<file path="src/rtl/wheel_cmd_ramp.sv">
// Slew-rate limiter for a signed wheel command, with a valid/ready command input,
// a command-loss watchdog and an emergency-stop override.
module wheel_cmd_ramp #(
  parameter logic [7:0]  STEP          = 8'd4,
  parameter int unsigned UPDATE_US     = 'd1000,
  parameter int unsigned TIMEOUT_TICKS = 'd250
) (
  input  logic              clk,
  input  logic              reset,
  input  logic              one_MHz_enable,
  input  logic signed [7:0] cmd_target,
  input  logic              cmd_valid,
  output logic              cmd_ready,
  input  logic              estop,
  output logic signed [7:0] wheel_cmd,
  output logic              at_target,
  output logic              timed_out
);

  localparam int DIV_W = (UPDATE_US > 1) ? $clog2(UPDATE_US) : 1;
  localparam int WD_W  = $clog2(TIMEOUT_TICKS + 1);
  localparam logic [DIV_W-1:0] DIV_LAST   = DIV_W'(UPDATE_US - 1);
  localparam logic [WD_W-1:0]  WD_LIMIT   = WD_W'(TIMEOUT_TICKS);
  localparam logic [WD_W-1:0]  WD_PRE     = WD_W'(TIMEOUT_TICKS - 1);
  localparam logic signed [8:0] STEP_POS  = $signed({1'b0, STEP});
  localparam logic signed [8:0] STEP_NEG  = -STEP_POS;

  typedef enum logic [1:0] {IDLE, RAMP, ESTOP} state_t;

  state_t              state;
  state_t              state_next;
  logic signed [7:0]   target;
  logic signed [7:0]   target_sat;
  logic signed [7:0]   ramp_next;
  logic signed [8:0]   diff;
  logic [DIV_W-1:0]    divider;
  logic [WD_W-1:0]     watchdog;
  logic                transfer;
  logic                tick;
  logic                wd_expire;

  assign transfer   = cmd_valid && cmd_ready;
  assign tick       = one_MHz_enable && (divider == DIV_LAST);
  assign wd_expire  = tick && (watchdog == WD_PRE);
  assign target_sat = (cmd_target == -8'sd128) ? -8'sd127 : cmd_target;
  assign diff       = {target[7], target} - {wheel_cmd[7], wheel_cmd};

  // Move by at most STEP per tick; snap onto the target once it is within reach.
  always_comb begin
    ramp_next = target;
    if (diff > STEP_POS) begin
      ramp_next = wheel_cmd + STEP;
    end else if (diff < STEP_NEG) begin
      ramp_next = wheel_cmd - STEP;
    end
  end

  always_comb begin
    state_next = state;
    if (estop) begin
      state_next = ESTOP;
    end else if (state == ESTOP) begin
      state_next = IDLE;
    end else if (wheel_cmd != target) begin
      state_next = RAMP;
    end else begin
      state_next = IDLE;
    end
    cmd_ready = (state != ESTOP);
    at_target = (state == IDLE);
  end

  always_ff @(posedge clk or negedge reset) begin
    if (!reset) begin
      state <= IDLE;
    end else begin
      state <= state_next;
    end
  end

  // Priority: estop, then transfer, then watchdog expiry; the ramp always uses the old target.
  always_ff @(posedge clk or negedge reset) begin
    if (!reset) begin
      wheel_cmd <= '0;
      target    <= '0;
      divider   <= '0;
      watchdog  <= '0;
      timed_out <= 1'b0;
    end else if (estop) begin
      wheel_cmd <= '0;
      target    <= '0;
      divider   <= '0;
    end else begin
      if (one_MHz_enable) begin
        divider <= tick ? '0 : divider + DIV_W'(1);
      end
      if (tick && (state != ESTOP)) begin
        wheel_cmd <= ramp_next;
      end
      if (transfer) begin
        target    <= target_sat;
        watchdog  <= '0;
        timed_out <= 1'b0;
      end else if (tick && (watchdog != WD_LIMIT)) begin
        watchdog <= watchdog + WD_W'(1);
        if (wd_expire) begin
          target    <= '0;
          timed_out <= 1'b1;
        end
      end
    end
  end

endmodule

</file>
<file path="config.mk">
export PLATFORM = sky130hd
export DESIGN_NAME = wheel_cmd_ramp
export DESIGN_NICKNAME = d
export VERILOG_FILES = /design/src/rtl/wheel_cmd_ramp.sv
export SDC_FILE = /design/constraint.sdc
export NUM_CORES = 1
export LEC_CHECK = 0
export CAP_MARGIN = 10
export CORE_ASPECT_RATIO = 1.25
export CORE_UTILIZATION = 55
export CTS_CLUSTER_SIZE = 30
export DETAILED_ROUTE_END_ITERATION = 6
export GPL_TIMING_DRIVEN = 0
export HOLD_SLACK_MARGIN = 0.12
export PLACE_DENSITY = 0.74
export SLEW_MARGIN = 20
export SYNTH_ARGS = -nofsm -noshare
export SYNTH_HDL_FRONTEND = slang
export SYNTH_SLANG_ARGS = --single-unit
</file>
<file path="constraint.sdc">
create_clock -name clk -period 3.9 [get_ports clk]
set_input_delay 0.585 -clock clk [delete_from_list [all_inputs] [get_ports clk]]
set_output_delay 0.585 -clock clk [all_outputs]
set_load 0.02 [all_outputs]
</file>
==> results of run 1 <==
## flip-flops by register name, summed over array words and instances (netlist names)
name / count
divider: 10
wheel_cmd: 8
state: 2
target: 8
timed_out: 1
watchdog: 8
## placed cells by master (no fill, tap or decap), drive strengths merged, types with 7 or more instances in the layout
master | Yosys | layout
clkdlybuf4s50 | 0 | 22
a21oi | 15 | 15
nand2 | 23 | 23
ha | 14 | 14
dfrtp | 37 | 37
xor2 | 10 | 10
a22o | 7 | 7
nand2b | 12 | 12
clkbuf | 5 | 11
inv | 15 | 15
o21ai | 13 | 13
nand3 | 10 | 10
nand4 | 11 | 11
nor2 | 24 | 24
## worst paths after layout
kind	startpoint	end	slack, ps	depth (start not counted)
min in group asynchronous	reset	wheel_cmd[7]$_DFFE_PN0P_	660	2
min reg2reg	timed_out$_DFFE_PN0P_	timed_out$_DFFE_PN0P_	520	2
min	timed_out$_DFFE_PN0P_	timed_out$_DFFE_PN0P_	520	2
max reg2reg	wheel_cmd[4]$_DFFE_PN0P_	wheel_cmd[0]$_DFFE_PN0P_	750	11
max	wheel_cmd[4]$_DFFE_PN0P_	wheel_cmd[0]$_DFFE_PN0P_	750	11
max in group asynchronous	reset	watchdog[5]$_DFFE_PN0P_	2820	3
## layer usage
layer  track usage (%)  share of wire (%)  up-vias
li1                  -                  -     1068
met1             28.59                 45     1043
met2             44.51                 50       33
met3             4.167                2.4       15
met4             10.70                2.3        0
met5                 0                  0        -
## critical path, stage by stage, from the launching register on
cell and delay (ps):
dfrtp_1 360, clkbuf_1 280, inv_2 100, ha_1 400
nand2_1 130, a211oi_2 300, nor4_1 100, a211oi_1 370
nand3_1 120, o21ai_1 430, and3_1 280, mux2i_1 190
## metrics by stage
step | hold slack, ps | cells
final | 521.6 | 365
after global routing | 550.2 | 365
after CTS | 524.1 | 365
after detailed placement | 432.9 | 356
after global placement | 491.4 | 355
after floorplan | 289.4 | 274
## what timing repair did
| item | CTS | global route |
|---|---|---|
| hold endpoints to repair | 5 | 0 |
| buffers inserted | 0 | 0 |
| hold buffers | 1 | 0 |
## cell type report
class                   count  area share (%)
well taps                  58           2.502
repair buffers             25           8.801
clock buffers               6           2.502
flip-flops and latches     37           31.92
inverters                  15           1.941
multi-input cells         217           51.34
plain buffers               5          0.6471
clock inverters             2          0.3451
## kinds of logic after synthesis
kind of cell             count (synthesis)  synth area share (%)
AND/OR/NAND/NOR                        116                 24.92
AO/OA/AOI/OAI                           64                 19.00
flip-flops                              37                 37.19
buffers and inverters                   20                 3.015
XOR/XNOR                                16                 5.628
adder cells (fa/ha/maj)                 15                 7.839
multiplexers                             6                 2.412
## power groups by stage
stage | combinational, mW | sequential [mW] | clock (mW)
final | 0.186 | 0.400 | 0.261
after global routing | 0.206 | 0.401 | 0.281
after CTS | 0.186 | 0.400 | 0.266
after detailed placement | 0.185 | 0.407 | 0
after global placement | 0.180 | 0.407 | 0
after floorplan | 0.128 | 0.405 | 0
==> results by group, run 1 <==
Layout
  – Final Util: 66.04%
  – FF+latch area: 925.9 um^2
  – Area of the multi-input gates: around 0.0015 mm^2
  – Diode count: 0
  – Area growth syn-to-layout: 16.48%
  – Cell area after layout: 0.002900 mm^2
  – Layout cell share with drive strength beyond 1: 6.840%
  – Nets: 334
  – Filler instances: 407

Synthesis
  – Fraction of registers with async set/reset: 100.0%
  – Area leader, netlist: dfrtp_1
  – Largest cells by area after synthesis: dfrtp_1 37%, ha_1 7.0%, nor2_1 3.6%
  – Main synth FF type: dfrtp_1
  – Commonest cells in the synthesized netlist: 37 x dfrtp_1, 24 x nor2_1, 23 x nand2_1, 14 x ha_1, 13 x a21oi_1
  – Post-synth top area share: around 37%
  – #FFs+latches synth: 37
  – Seq/Total Area, Yosys: 37.19%
  – Mapped Cells: 274
  – Distinct cells, synth: 53
  – Post-Synthesis Cell Area: about 0.0025 mm^2
  – Yosys warnings: 0
  – Mean Syn Cell Area: 9.087 um^2
  – Count leader, synth: dfrtp_1
  – EDFF count, synth: 0
  – Synth Net Count: 302

Floorplanning
  – FP Rows: 27
  – Die footprint: 0.004802 mm^2
  – Starting density of the core: 56.70%
  – Die H: roughly 77 um
  – Die Width: 62.18 um
  – IO Pins: 24
  – Core Region: 0.004392 mm^2

Drt
  – Routed Antenna Nets: 0
  – Wire per inst: between 15 and 20 um
  – Via count: between 2,000 and 2,500
  – Drt total wl: roughly 5500 um
  – Pre-antenna DRT Iters: 4
  – DR iter-0 viols: roughly 120
  – Via-to-Cell Ratio: 5.915
  – DRC: 0

STA
  – Final Slew Violations: 0
  – Peak Freq: around 320 MHz
  – Final period util: 80.66%
  – Final Skew: between 8 and 9 ps
  – Min setup slack post-route: 754.4 ps
  – Rel. slew slack: 64.25%
  – Worst-margin pin slew: 536.3 ps
  – Hold Vio Cnt, Final: 0
  – Setup TNS: 0 ps
  – RSZ-0062 raised after global routing: no
  – Setup violations, final: 0
  – Final min period: 3146 ps

Power
  – Pleak: 1.230 nW
  – Maximum VDD drop: 0.2302 mV
  – Clock Power Share: 30.8%
  – Reg power frac: between 40 and 50%
  – Switching pwr: 0.2514 mW
  – Internal: 0.5961 mW
  – Sw Ratio: 29.66%
  – Part of the power in combinational logic: 22.0%
  – Pwr per Cell Area: 292.2 mW/mm^2
  – Total Power: 0.8475 mW

GRT
  – Initial antenna violation count: 0
  – Number of global-route vias before repair: between 2,000 and 2,500
  – Gr usage total: 24.73%
  – Pin count of the biggest net entering global routing: 33
  – First-pass GRT wire length: 9404 um
  – Overflow after GRT: 0

Place
  – Post-DP HPWL: between 4000 and 5000 um
  – Port Buffers: 23
  – Final GP Congestion: ~0.84
  – Pre-CTS WS: between 800 and 900 ps
  – DP Area: 0.002808 mm^2

Clock network
  – TritonCTS clock tree: built
  – Cts repair resizes: 0
  – Reg clk slew, reported paths: 80 ps
  – CTS buffer count: 5
  – Worst-skew pair later-pin latency: 290 ps
  – CTS H-tree lvls: 2
  – Max Buffers Root-to-Sink: 2
  – Clk root buf: clkbuf_8
  – CTS Sinks: 37

Job
  – Max-Cap Viols: 0

Worst setup path
  – CP Data Arrival Time: 3360 ps
  – Crit Path Category: flop to flop
  – Critical path required time: 4110 ps
  – Critical Path Source Type: flop
  – CP endpoint kind: flop
  – Worst-path fanout max: 7

Min path
  – Hold/Removal Path Class: flop to flop

Status
  – Status: finished clean
No activity file was read; power rests on OpenSTA's default activity.
==> run 2, diff against run 1 <==
- clock period: 3.9 -> 3.2 ns (I/O delays scaled with it)
==> results by group, run 2 (synthesis results as in run 1) <==
Layout
  – Area growth syn-to-layout: 16.48% (unchanged)
  – Filler instances: 405 (-0.49%)
  – Layout cell share with drive strength beyond 1: 7.190% (+0.35 points)
  – Nets: 333 (-0.30%)
  – Commonest non-fill, non-tap cell in the layout: dfrtp_1
  – Number of flip-flops under the largest register name: 10 (unchanged)
  – Diode count: 0 (unchanged)
  – Largest register by flop count: divider
  – Most frequent cells in the layout: 37 x dfrtp_1, 24 x nor2_1, 23 x nand2_1
  – Cell area after layout: 0.002900 mm^2 (unchanged)

Power
  – Maximum VDD drop: 0.2806 mV (+22%)
  – Pwr per Cell Area: 356.7 mW/mm^2 (+22%)
  – Pleak: 1.231 nW (about the same)
  – Total Power: 1.034 mW (+22%)

STA
  – Setup violations, final: 0 (unchanged)
  – Final Slew Violations: 0 (unchanged)
  – RSZ-0062 raised after global routing: no
  – Hold WS: 521.6 ps (-0.001000 ps)
  – Final period util: 91.02% (+10 points)
  – Final min period: 2913 ps (-232.9 ps)
  – Setup TNS: 0 ps (unchanged)
  – Worst-margin pin slew: 547.6 ps (+11.29 ps)
  – Rel. slew slack: 63.49% (-0.75 points)
  – Hold Vio Cnt, Final: 0 (unchanged)
  – Peak Freq: 343.3 MHz (+8.0%)
  – Final Skew: 8.241 ps (+0.01451 ps)

Floorplanning
  – IO Pins: 24 (unchanged)
  – Die H: 77.23 um (unchanged)
  – FP Rows: 27 (unchanged)
  – Starting density of the core: 56.70% (unchanged)
  – Die footprint: 0.004802 mm^2 (unchanged)
  – Core Region: 0.004392 mm^2 (unchanged)
  – Die Width: 62.18 um (unchanged)

Clock network
  – CTS H-tree lvls: 2 (unchanged)
  – Max Buffers Root-to-Sink: 2 (unchanged)
  – Setup bufs post-CTS: 0 (unchanged)
  – Worst-skew pair later-pin latency: 290 ps (about the same)
  – CTS Sinks: 37 (unchanged)
  – Clk root buf: clkbuf_8
  – TritonCTS clock tree: built
  – CTS buffer count: 5 (unchanged)
  – Reg clk slew, reported paths: 80 ps (about the same)

Min path
  – Hold/Removal Path Class: flop to flop
  – WHS Path Cells: 2 (unchanged)

Worst setup path
  – CP endpoint kind: flop
  – Worst r2r path cells: 10 (-1)
  – Critical path required time: 3380 ps (-730 ps)
  – Worst-path fanout max: 8 (+1)
  – Crit Path Category: flop to flop
  – CP Data Arrival Time: 3100 ps (-260 ps)
  – Critical Path Source Type: flop

Place
  – Port Buffers: 23 (unchanged)
  – Final GP Congestion: 0.8384 (unchanged)
  – Post-DP HPWL: 4164 um (unchanged)
  – DP Area: 0.002808 mm^2 (unchanged)

Status
  – Status: finished clean

GRT
  – Gr usage total: 24.73% (unchanged)
  – Pin count of the biggest net entering global routing: 33 (unchanged)
  – Overflow after GRT: 0 (unchanged)
  – Initial antenna violation count: 0 (unchanged)
  – Number of global-route vias before repair: 2,096 (unchanged)
  – First-pass GRT wire length: 9404 um (unchanged)

Drt
  – DR iter-0 viols: 153 (+23%)
  – Wire per inst: 15.00 um (about the same)
  – Via-to-Cell Ratio: 5.909 (about the same)
  – Routed Antenna Nets: 0 (unchanged)
  – Drt total wl: 5459 um (-0.33%)
  – Pre-antenna DRT Iters: 4 (unchanged)
  – DRC: 0 (unchanged)
  – Via count: 2,151 (-0.37%)

Job
  – Max-Cap Viols: 0 (unchanged)
## run 2: path summary, 6_finish.rpt
check | startpoint | endpoint | slack, ps
min in group asynchronous | reset | wheel_cmd[7]$_DFFE_PN0P_ | 560
min | timed_out$_DFFE_PN0P_ | timed_out$_DFFE_PN0P_ | 520
max reg2reg | wheel_cmd[4]$_DFFE_PN0P_ | wheel_cmd[6]$_DFFE_PN0P_ | 290
max in group asynchronous | reset | state[0]$_DFF_PN0_ | 2220
min reg2reg | timed_out$_DFFE_PN0P_ | timed_out$_DFFE_PN0P_ | 520
max | wheel_cmd[4]$_DFFE_PN0P_ | wheel_cmd[6]$_DFFE_PN0P_ | 290
## run 2: final cells by class
class	count	area (um^2)	share of cell area, %
flip-flops and latches	37	925.9	31.92
plain buffers	4	15.01	0.5177
inverters	15	56.30	1.941
clock buffers	6	72.57	2.502
clock inverters	2	10.01	0.3451
multi-input cells	217	1493	51.47
well taps	58	72.57	2.502
repair buffers	25	255.2	8.801
## run 2: worst max-delay path, cell delays in order, from the launching register on
cell,delay (ps)
dfrtp_1,500
inv_2,100
ha_1,390
and2_1,210
or4b_1,460
a2bb2oi_1,150
and2_4,180
a21boi_4,260
mux2i_1,220
o31ai_1,80
a211o_1,240
## run 2: per-stage QoR
step | setup WS, ps | cells | utilization (%)
finish | 287.3 | 364 | 66.04
global route | 34.10 | 364 | 66.04
CTS | 97.54 | 365 | 66.04
detailed placement | 129.1 | 356 | 63.93
global placement | 145.6 | 355 | 63.59
floorplan | 317.3 | 274 | -
## run 2: where the power goes
| part | leakage, nW | switching, mW | internal [mW] |
|---|---|---|---|
| Clock | 0.0450 | 0.168 | 0.151 |
| Sequential | 0.509 | 0.0102 | 0.477 |
| Combinational | 0.676 | 0.129 | 0.0991 |
| Total | 1.23 | 0.307 | 0.727 |
## run 2: what timing repair did
action,in CTS,in global routing
endpoints found under the setup margin,0,7
gates resized for setup,0,1
endpoints found under the hold margin,5,0
hold buffers,1,0
## run 2: routing by layer
metal	GRT usage [%]	routed length (um)	share of wire, %	vias up
met5	0	0	0	-
met4	10.70	99	1.8	0
met1	28.59	2440	45	1045
met2	44.51	2792	51	31
li1	-	-	-	1063
met3	4.167	127	2.3	12
